<file path="src/rtl/hazard_stall_unit.sv">
// Hazard/stall controller for a 5-stage pipeline: load-use bubbles, memory-wait stalls and branch squashes.
// Optional stall-cycle counter is built when the STALL_COUNTER_EN macro is defined.
module hazard_stall_unit #(
  parameter int REG_BITS       = 5,
  parameter int TIMEOUT_CYCLES = 255,
  parameter int CNT_BITS       = 32
) (
  input  logic                clk,
  input  logic                reset,
  input  logic                id_ex_mem_read_i,
  input  logic [REG_BITS-1:0] id_ex_rt_i,
  input  logic [REG_BITS-1:0] if_id_rs_i,
  input  logic [REG_BITS-1:0] if_id_rt_i,
  input  logic                mem_busy_i,
  input  logic                branch_taken_i,
  output logic                pc_disenabler_o,
  output logic                if_id_disenabler_o,
  output logic                ex_mem_disenabler_o,
  output logic                id_ex_flush_o,
  output logic                if_id_flush_o,
  output logic                mem_timeout_o
`ifdef STALL_COUNTER_EN
  ,
  output logic [CNT_BITS-1:0] stall_count_o
`endif
);

  localparam int WAIT_W = $clog2(TIMEOUT_CYCLES + 1);
  localparam logic [WAIT_W-1:0] WAIT_LAST = WAIT_W'(TIMEOUT_CYCLES - 1);

  typedef enum logic [1:0] {
    IDLE     = 2'd0,
    MEM_WAIT = 2'd1,
    HALT     = 2'd2
  } state_t;

  state_t            state_q, state_d;
  logic [WAIT_W-1:0] wait_q, wait_d;
  logic              pend_q, pend_d;

  logic hazard;
  logic pc_dis, if_id_dis, ex_mem_dis, id_ex_flush, if_id_flush, timeout;

  assign hazard = id_ex_mem_read_i && (id_ex_rt_i != '0) &&
                  ((id_ex_rt_i == if_id_rs_i) || (id_ex_rt_i == if_id_rt_i));

  always_ff @(posedge clk or negedge reset) begin
    if (!reset) begin
      state_q <= IDLE;
      wait_q  <= '0;
      pend_q  <= 1'b0;
    end else begin
      state_q <= state_d;
      wait_q  <= wait_d;
      pend_q  <= pend_d;
    end
  end

  always_comb begin
    state_d     = state_q;
    wait_d      = wait_q;
    pend_d      = pend_q;
    pc_dis      = 1'b0;
    if_id_dis   = 1'b0;
    ex_mem_dis  = 1'b0;
    id_ex_flush = 1'b0;
    if_id_flush = 1'b0;
    timeout     = 1'b0;
    case (state_q)
      IDLE, MEM_WAIT: begin
        if (mem_busy_i) begin
          // Memory stall freezes the front end; a branch seen now is replayed once busy drops.
          pc_dis     = 1'b1;
          if_id_dis  = 1'b1;
          ex_mem_dis = 1'b1;
          pend_d     = pend_q | branch_taken_i;
          state_d    = MEM_WAIT;
          if (state_q == MEM_WAIT) begin
            if (wait_q == WAIT_LAST) begin
              state_d = HALT;
              wait_d  = '0;
            end else begin
              wait_d = wait_q + 1'b1;
            end
          end else begin
            wait_d = '0;
          end
        end else begin
          pc_dis      = hazard && !branch_taken_i;
          if_id_dis   = hazard && !branch_taken_i;
          id_ex_flush = hazard;
          if_id_flush = branch_taken_i | pend_q;
          pend_d      = 1'b0;
          wait_d      = '0;
          state_d     = IDLE;
        end
      end
      HALT: begin
        pc_dis     = 1'b1;
        if_id_dis  = 1'b1;
        ex_mem_dis = 1'b1;
        timeout    = 1'b1;
        pend_d     = 1'b0;
        wait_d     = '0;
      end
      default: begin
        state_d = IDLE;
        wait_d  = '0;
        pend_d  = 1'b0;
      end
    endcase
  end

  // Outputs are forced low while reset is held, independent of the inputs.
  assign pc_disenabler_o     = pc_dis      & reset;
  assign if_id_disenabler_o  = if_id_dis   & reset;
  assign ex_mem_disenabler_o = ex_mem_dis  & reset;
  assign id_ex_flush_o       = id_ex_flush & reset;
  assign if_id_flush_o       = if_id_flush & reset;
  assign mem_timeout_o       = timeout     & reset;

`ifdef STALL_COUNTER_EN
  logic [CNT_BITS-1:0] cnt_q, cnt_d;

  always_comb begin
    cnt_d = cnt_q;
    if (pc_disenabler_o && (cnt_q != '1)) begin
      cnt_d = cnt_q + 1'b1;
    end
  end

  always_ff @(posedge clk or negedge reset) begin
    if (!reset) begin
      cnt_q <= '0;
    end else begin
      cnt_q <= cnt_d;
    end
  end

  assign stall_count_o = cnt_q;
`endif

endmodule

</file>
<file path="config.mk">
export PLATFORM = sky130hd
export DESIGN_NAME = hazard_stall_unit
export DESIGN_NICKNAME = d
export VERILOG_FILES = /design/src/rtl/hazard_stall_unit.sv
export SDC_FILE = /design/constraint.sdc
export NUM_CORES = 1
export LEC_CHECK = 0
export BUFFER_PORTS_ARGS = -buffer_cell sky130_fd_sc_hd__buf_4
export CAP_MARGIN = 20
export CORE_MARGIN = 2
export CORE_UTILIZATION = 40
export DETAILED_ROUTE_END_ITERATION = 8
export GPL_TIMING_DRIVEN = 0
export PLACE_DENSITY = 0.68
export RECOVER_POWER = 25
export REMOVE_ABC_BUFFERS = 1
export SYNTH_ARGS = -nofsm -noshare
export SYNTH_HDL_FRONTEND = slang
export SYNTH_SLANG_ARGS = --single-unit
</file>
<file path="constraint.sdc">
create_clock -name clk -period 2.54 [get_ports clk]
set_input_delay 0.127 -clock clk [delete_from_list [all_inputs] [get_ports clk]]
set_output_delay 0.127 -clock clk [all_outputs]
set_load 0.05 [all_outputs]
</file>
# Yosys cells after proc, flatten, opt, wreduce, memory -nomap -nowiden
# Cells that the tools add are included.
# totals
ff_bits,11
latchBits,0
mem_bits_rw,0
romBits,0
inputBits,20
output_inout_bits,6
elab_cells,42
mem_count,0
# classes
add_sub_neg,1
multipliers,0
div_mod_pow,0
magnitude_cmp,0
eq_ne,5
shift,0
mux,19
n_bitwise,6
reduce_logical,8
# op_table
operator,count
two-way mux 8 bit,4
== test 5 bit,2
two-way mux 1 bit,9
adder 8 x 1 -> 8 bit (second input constant),1
== test 8 bit (second input constant),1
two-way mux 2 bit,3
AND 1 bit,5
nonzero test 5 bit,1
one-hot mux 1 bit (2 select lines),2
one-hot mux 2 bit (2 select lines),1
logical AND 1 bit,3
== test 2 x 1 -> 1 bit (second input constant),1
== test 2 bit (second input constant),1
logical NOT 2 bit,1
OR reduction 2 bit,1
logical NOT 1 bit,1
logical OR 1 bit,1
bitwise OR 1 bit,1

# Logic depth before layout (Yosys ltp)
# Gate-level depths: netlist (run 1).
# depth
depth_word,7
mapped_depth,5

# Worst setup path before layout (run 1)
# OpenSTA, ideal clock, no wires.
# synth_timing
kind,flip-flop to output port
start,register state_q[0]
end,output pc_disenabler_o
arrival_time_ps,2289
path_slack_ps,124
path_stages_with_launch,5
cell_sequence,dfrtp_1 > nand2b_1 > a21oi_1 > o21bai_1 > buf_4
# synth_via
elab_chain_len,4
elab_cells_between_ends,6
cone_classes,eq/ne: 2; mux: 1; bitwise: 1; reduce/logical: 2
# synth_rtl
item,line_no,text
"start, declared",37,"state_t state_q, state_d;"
"start signal, assigned",53,state_q <= state_d;
== test 2 x 1 -> 1 bit / logical NOT 2 bit (equally long branches),n/a,
OR reduction 2 bit,n/a,
one-hot mux 1 bit (2 select lines) *,n/a,
AND 1 bit *,n/a,
"end, declared",16,"output logic pc_disenabler_o,"
# Every way passes the cells marked *; elsewhere a longest branch is shown, timed or not.

# Worst setup path in the final report (run 1)
# layout_timing
start,input reset
end,output id_ex_flush_o
# layout_via
elab_chain_len,1
# layout_rtl
item,line_no,text
"start, declared",9,"input logic reset,"
AND 1 bit,118,assign id_ex_flush_o = id_ex_flush & reset;
"end, declared",19,"output logic id_ex_flush_o,"
# Every way passes these cells.

==> summary.txt, run 1 <==
Met1 usage: 0.202
Final Hold Fails: 0
Post-synth EDFFs: 0
H-tree lvl count: 1
Netlist Area Pre-Place: 664 sq um
DRC Markers: 0
# setup viols final: 0
Vias: 594
Period minus WS final: 1840 ps
Die H: 44.8 microns
Global route hottest layer: met2
Power, Total: 379 uW
Pwr Density: 421 nW/um^2
CTS tree: yes
Final core utilization: 0.591
Core Box Area: 1520 sq um
CP max FO: 12
Vias per cell: 5.08
Min-delay src: branch_taken_i
RSZ-0062 raised after global routing: no
Hold Path Class: primary input to register
Synth area leader: dfrtp_1
Routed WL: 1470 microns
Later-pin clock latency in the skew report: 260 ps
Vias in the first global route: 563
Async S/R FF share, synth: 1.00
Cell Area, Placed: 865 sq um
Met3 Usage GRT: 0.0440
Crit-path max cell delay: 520 ps
F_max: 544 MHz
Wire per inst: 12.6 microns
Sequential-to-total area share from yosys stat: 0.414
Setup crit start: reset
GP Congestion: 0.791
Setup_tns: 0 ps
Final Skew: 4.30 ps
Worst Setup End Kind: output pin
Clock-pin slew on the worst setup and hold paths: 60 ps
R2R Path Start: wait_q[0]
#FFs+latches synth: 11
Largest net degree at the start of global routing: 13
YS warnings: 0
Synth Flop Type: dfrtp_1
Clk root buf: clkbuf_4
Slowest-stage cell, CP: dlygate4sd3_1
Leak pwr: 0.000449 uW
Num CTS Buffers: 3
Most common cell in the netlist: xor2_1
Initial cell density of the core: 0.436
Outcome: completed
Num rows: 14
Peak supply drop: 0.308 mV
Cell variety after synth: 23
Slew Viols, Final: 0
DP HPWL: 1120 microns
Syn-to-layout area delta: 35.6%
Rel. slew slack: 0.797
Antenna-violating nets left: 0
N_diodes: 0
Layout cells sized above 1: 0.287
Grt met2 use: 0.278
Global-route wire length before repair: 2390 microns
DIE AREA: 2000 sq um
Deepest clock path buffer count: 2
Most used cell, CP: buf_4
Setup CP Type: primary input to output pin
Postcts setup bufs: 0
Die width: 44.8 microns
Gr usage total: 0.169
Worst Path Required: 2410 ps
Post-synthesis cell count: 72
DR pass1 iterations: 4
I/O Pins: 26
Nets: 124
Post-synth top area share: 0.414
Syn avg cell area: 9.23 sq um
Crit-path cells: dlygate4sd3_1, buf_4, inv_1, or3_1, nor3_1, buf_4
PortBufs: 25
First DRT Iteration DRCs: 12
Maxcap violations: 0
Initial antenna violation count: 0
Final Cell Area: 901 sq um
Total congestion overflow: 0
Leading cell types by count after synthesis: xor2_1 (15), nor2_1 (14), dfrtp_1 (11)
Final period util: 0.724
Worst setup SP type: primary input
Arr. time, crit path: 1710 ps
Sink Count: 11
Top cells by area, synth: dfrtp_1 (41%), xor2_1 (20%), nor2_1 (7.9%)
Slew @ Worst Pin: 303 ps
## power breakdown
part | leakage [uW] | internal [uW] | switching, uW
clock | 0.0000150 | 60.7 | 55.5
sequential | 0.000149 | 178 | 3.44
combinational | 0.000285 | 38.3 | 43.0
total | 0.000449 | 277 | 102
## placed cells by master (no fill, tap or decap), types with 2 or more instances in the layout
cell type and n:
buf_4 25, xor2_1 15, nor2_1 14, dfrtp_1 11, nand3_1 4, inv_1 3, nor3_1 3, clkbuf_4 3
nand4_1 2, nand2_1 2, nand2b_1 2, a21oi_1 2, ha_1 2
## metal layers
metal | up-vias | part of all wire
li1 | 302 | -
met1 | 268 | 0.44
met2 | 22 | 0.48
met3 | 2 | 0.075
met4 | 0 | 0.0082
met5 | - | 0
## registers in the layout, summed over array words and instances (netlist names)
| name | count |
|---|---|
| wait_q | 8 |
| pend_q | 1 |
| state_q | 2 |
## cell type report
type | count | area, sq um
clock buffer | 4 | 26.3
fill | 150 | 623
inverter | 3 | 11.3
multi-input combinational | 57 | 370
sequential | 11 | 275
tap | 16 | 20.0
timing repair buffer | 26 | 198
## cells by family (layout without fill, tap and decap cells)
logic type                 Yosys count  count (layout)  share of synthesized area
DFF                                 11              11                      0.414
buffers and inverters                4              33                     0.0283
adders and majority gates            2               2                     0.0377
and+or+nand+nor                     32              32                      0.234
AOI/OAI and AO/OA                    7               7                     0.0753
xor gates and xnor gates            16              16                      0.211
## worst max-delay path: cells and delay by family
kind,cells,cell delay [ps]
buf+inv,4,1060
simple gates,2,520
## metrics by stage
| step | cells | hold WS [ps] | setup slack, ps |
|---|---|---|---|
| 5_1_grt | 117 | 154 | 628 |
| 4_1_cts | 117 | 116 | 700 |
| 3_3_place_gp | 112 | -31.2 | 1080 |
| 3_5_place_dp | 112 | -29.2 | 1090 |
| 6_report | 117 | 118 | 702 |
| 2_1_floorplan | 71 | -169 | 137 |
## final timing paths
| path | to | slack (ps) | depth (start not counted) |
|---|---|---|---|
| max | id_ex_flush_o | 700 | 6 |
| min | pend_q | 120 | 3 |
| min in group asynchronous | wait_q[0] | 230 | 2 |
| max reg2reg | wait_q[7] | 1200 | 5 |
| max in group asynchronous | state_q[0] | 2160 | 2 |
| min reg2reg | pend_q | 480 | 2 |
## timing repair
item | CTS | global route
gates resized for setup | 0 | 0
hold buffers | 1 | 0
endpoints found under the hold margin | 11 | 0
Note: power is estimated with default switching activity, not from simulation.
==> run 2, diff against run 1 <==
==> constraint.sdc (replaced) <==
create_clock -name clk -period 1.8 [get_ports clk]
set_input_delay 0.09 -clock clk [delete_from_list [all_inputs] [get_ports clk]]
set_output_delay 0.09 -clock clk [all_outputs]
set_load 0.05 [all_outputs]
==> summary.txt, run 2 (same netlist as run 1, synthesis figures left out) <==
Outcome: completed
Largest registers: wait_q (8), state_q (2), pend_q (1)
Crit. path cell count: 6
Slew @ Worst Pin: 301 ps
Final period util: 0.960
Cell Area, Placed: 865 sq um
Nets: 124
Largest register FFs: 8
Setup_tns: 0 ps
Most common cell after layout, fill and taps aside: buf_4
Rel. slew slack: 0.799
CTS tree: yes
Num rows: 14
Fillers: 148
Later-pin clock latency in the skew report: 270 ps
Routed WL: 1460 microns
GP Congestion: 0.791
Postcts setup bufs: 0
Total congestion overflow: 0
Final Cell Area: 905 sq um
Crit-path max cell delay: 540 ps
Global-route wire length before repair: 2390 microns
Slew Viols, Final: 0
DP HPWL: 1120 microns
Num CTS Buffers: 3
First DRT Iteration DRCs: 14
Worst Path Buf+Inv: 4
Sink Count: 11
Vias per cell: 5.18
Reg2Reg Depth: 5
Period minus WS final: 1730 ps
Core Box Area: 1520 sq um
Largest net degree at the start of global routing: 13
Initial antenna violation count: 0
Hold depth: 3
Gr usage total: 0.169
Crit-path cells: dlygate4sd3_1, buf_6, inv_1, or3_1, nor3_1, buf_4
Worst Path Required: 1710 ps
Hold Path Class: primary input to register
CP max FO: 12
Kind of cell adding the most delay to the critical path: buffers and inverters
Die width: 44.8 microns
Worst setup SP type: primary input
Final Hold Fails: 0
Register area: 275 sq um
Pwr Density: 595 nW/um^2
R2R setup slack: 460 ps
Maxcap violations: 0
Leak pwr: 0.000450 uW
Antenna-violating nets left: 0
Initial cell density of the core: 0.436
H-tree lvl count: 1
Layout cells sized above 1: 0.287
Vias in the first global route: 563
Deepest clock path buffer count: 2
N_diodes: 0
I/O Pins: 26
PortBufs: 25
Wire per inst: 12.4 microns
DR pass1 iterations: 4
Largest register by flop count: wait_q
Peak supply drop: 0.437 mV
Arr. time, crit path: 1640 ps
DRC Markers: 0
Syn-to-layout area delta: 36.2%
# setup viols final: 0
Setup CP Type: primary input to output pin
Clk root buf: clkbuf_4
DIE AREA: 2000 sq um
Final Skew: 4.28 ps
Footprint of the multi-input gates: 370 sq um
F_max: 579 MHz
Commonest cells after routing, fill and taps aside: buf_4 (24), xor2_1 (15), nor2_1 (14)
Slowest-stage cell, CP: dlygate4sd3_1
Clock-pin slew on the worst setup and hold paths: 60 ps
RSZ-0062 raised after global routing: no
Vias: 606
Die H: 44.8 microns
Worst Setup End Kind: output pin
## run 2: metrics by stage
stage	std cells	utilization	setup slack (ps)	hold WS (ps)	power [uW]
finish	117	0.594	72.0	79.1	538
global route	117	0.594	1.33	117	572
CTS	117	0.591	34.4	78.9	546
detailed placement	112	0.567	422	-66.2	375
floorplan	71	-	-566	-206	315
global placement	112	0.567	416	-68.2	373
## run 2: timing repair
action,4_1_cts,5_1_grt
endpoints found under the hold margin,11,0
gates resized for setup,0,1
hold buffers,1,0
setup endpoints to repair,0,3
## run 2: per-layer routing
| metal | share of wire | global-route usage |
|---|---|---|
| met4 | 0.013 | 0.0909 |
| met2 | 0.48 | 0.278 |
| met5 | 0 | 0 |
| met1 | 0.44 | 0.202 |
| met3 | 0.071 | 0.0440 |
## run 2: cell type report
class                           count  area share
Timing Repair Buffer               26       0.223
Clock buffer                        4      0.0290
Sequential cell                    11       0.304
Inverter                            3      0.0124
Multi-Input combinational cell     57       0.409
Tap cell                           16      0.0221
## run 2: worst register-to-register path: stages, from the launching register on
cell     delay [ps]
dfrtp_1         430
inv_1            70
ha_1            190
nand4_1         130
nand3_1         260
nor2_1          190
## run 2: power breakdown
part | switching, uW | total (uW) | leakage (uW) | internal, uW
registers | 4.83 | 257 | 0.000149 | 252
logic | 60.7 | 116 | 0.000286 | 54.8
clock network | 80.3 | 166 | 0.0000150 | 85.7
total | 146 | 538 | 0.000450 | 392
## run 2: worst paths after layout
path / from / to
worst max-delay path: reset / id_ex_flush_o
worst min-delay path: branch_taken_i / pend_q
worst max register to register: wait_q[0] / wait_q[7]
worst min register to register: pend_q / pend_q
max in group asynchronous: reset / state_q[0]
min in group asynchronous: reset / wait_q[0]
==> run 3, diff against run 2 <==
--- a/config.mk
+++ b/config.mk
@@ -6,12 +6,12 @@
 export NUM_CORES = 1
 export LEC_CHECK = 0
 export BUFFER_PORTS_ARGS = -buffer_cell sky130_fd_sc_hd__buf_4
-export CAP_MARGIN = 20
+export CAP_MARGIN = 30
 export CORE_MARGIN = 2
-export CORE_UTILIZATION = 40
+export CORE_UTILIZATION = 46
 export DETAILED_ROUTE_END_ITERATION = 8
 export GPL_TIMING_DRIVEN = 0
-export PLACE_DENSITY = 0.68
+export PLACE_DENSITY = 0.76
 export RECOVER_POWER = 25
 export REMOVE_ABC_BUFFERS = 1
 export SYNTH_ARGS = -nofsm -noshare
==> summary.txt, run 3 (same netlist as run 1, synthesis figures left out) <==
Post-route setup slack: 123 ps
First DRT Iteration DRCs: 5
# setup viols final: 0
Deepest clock path buffer count: 2
Total congestion overflow: 0
Initial cell density of the core: 0.504
Die width: 42.0 microns
I/O Pins: 26
Clock-pin slew on the worst setup and hold paths: 70 ps
CP max FO: 6
Worst Setup End Kind: output pin
Clk root buf: clkbuf_4
DIE AREA: 1760 sq um
DRC Markers: 0
Period minus WS final: 1680 ps
Peak supply drop: 0.410 mV
Most common cell after layout, fill and taps aside: buf_4
Final period util: 0.931
Sink Count: 11
CTS tree: yes
Largest net degree at the start of global routing: 13
Nets: 128
Vias in the first global route: 599
Routed WL: 1450 microns
Wire length on met1: 628 microns
Layout cells sized above 1: 0.286
Register area: 275 sq um
Outcome: completed
Syn-to-layout area delta: 38.8%
Rel. slew slack: 0.800
WL met2: 699 microns
Slew Viols, Final: 0
Vias per cell: 5.04
N_diodes: 0
DR pass1 iterations: 3
Cells after DPL: 111
R2R Path Start: wait_q[0]
Antenna-violating nets left: 0
Hold Path Class: primary input to register
Largest registers: wait_q (8), state_q (2), pend_q (1)
Gr usage total: 0.187
Worst setup SP type: primary input
Cell Area, Placed: 863 sq um
Hold depth: 3
Maxcap violations: 0
Commonest cells after routing, fill and taps aside: buf_4 (24), xor2_1 (15), nor2_1 (14)
Uppermost layer routed: met4
Worst slack at placement: 414 ps
H-tree lvl count: 1
Largest register FFs: 8
Die H: 42.0 microns
Global-route wire length before repair: 2470 microns
Finished Layout Cells: 120
Num CTS Buffers: 3
Fillers: 112
Reg-to-Reg End: wait_q[7]
Hold Crit Endpoint: pend_q
Initial antenna violation count: 0
Leak pwr: 0.000458 uW
Largest register by flop count: wait_q
Final Hold Fails: 0
F_max: 596 MHz
Final Skew: 2.74 ps
Power, Total: 548 uW
Pwr Density: 594 nW/um^2
Met3 routed WL: 91 microns
Wire per inst: 12.1 microns
Core Box Area: 1320 sq um
Later-pin clock latency in the skew report: 270 ps
Min-delay src: branch_taken_i
Reg2Reg Depth: 5
Num rows: 13
DP HPWL: 1130 microns
Worst Path Required: 1710 ps
RSZ-0062 raised after global routing: no
Vias: 605
Arr. time, crit path: 1590 ps
Setup CP Type: primary input to output pin
GP Congestion: 0.759
Slew @ Worst Pin: 300 ps
Final Cell Area: 922 sq um
R2R setup slack: 480 ps
Footprint of the multi-input gates: 370 sq um
PortBufs: 25
==> run 3: how the worst max path moves through the flow <==
stage	endpoint	start	cells after the start
after floorplan	if_id_disenabler_o	state_q[0]	3
after CTS	if_id_disenabler_o	reset	6
after global routing	pc_disenabler_o	reset	6
after global placement	pc_disenabler_o	id_ex_rt_i[1]	6
final	if_id_disenabler_o	reset	6
after detailed placement	if_id_disenabler_o	id_ex_rt_i[1]	6
==> run 3: critical path, stage by stage <==
cell,delay (ps)
dlygate4sd3_1,540
buf_6,120
inv_1,60
a2111o_1,350
o21bai_1,190
buf_4,230
==> run 3: power by group <==
group          internal [uW]  switching, uW
logic                   57.3           62.5
clock network           86.0           85.4
registers                252           4.86
==> run 3: area by class of cell <==
cell class                      instances  share of cell area
Tap cell                               15              0.0204
Multi-Input combinational cell         57               0.402
Sequential cell                        11               0.299
Inverter                                3              0.0122
Timing Repair Buffer                   30               0.239
Clock buffer                            4              0.0285
==> run 3: layer usage <==
metal  vias to the layer above  global-route usage
li1                        311                   -
met1                       270               0.223
met2                        19               0.306
met3                         5              0.0388
met4                         0               0.116
met5                         -                   0
==> run 3: metrics by stage <==
step	utilization	TNS (ps)	hold WS (ps)
after floorplan	-	-1250	-206
after global placement	0.655	0	-67.4
after detailed placement	0.655	0	-66.9
after CTS	0.683	0	63.4
final	0.700	0	64.4
after global routing	0.700	0	88.8
==> run 3: repair_timing <==
action | 4_1_cts | 5_1_grt
hold buffers | 1 | 0
setup endpoints to repair | 0 | 3
endpoints found under the hold margin | 11 | 0
buffers inserted | 0 | 4
resized for setup | 0 | 1
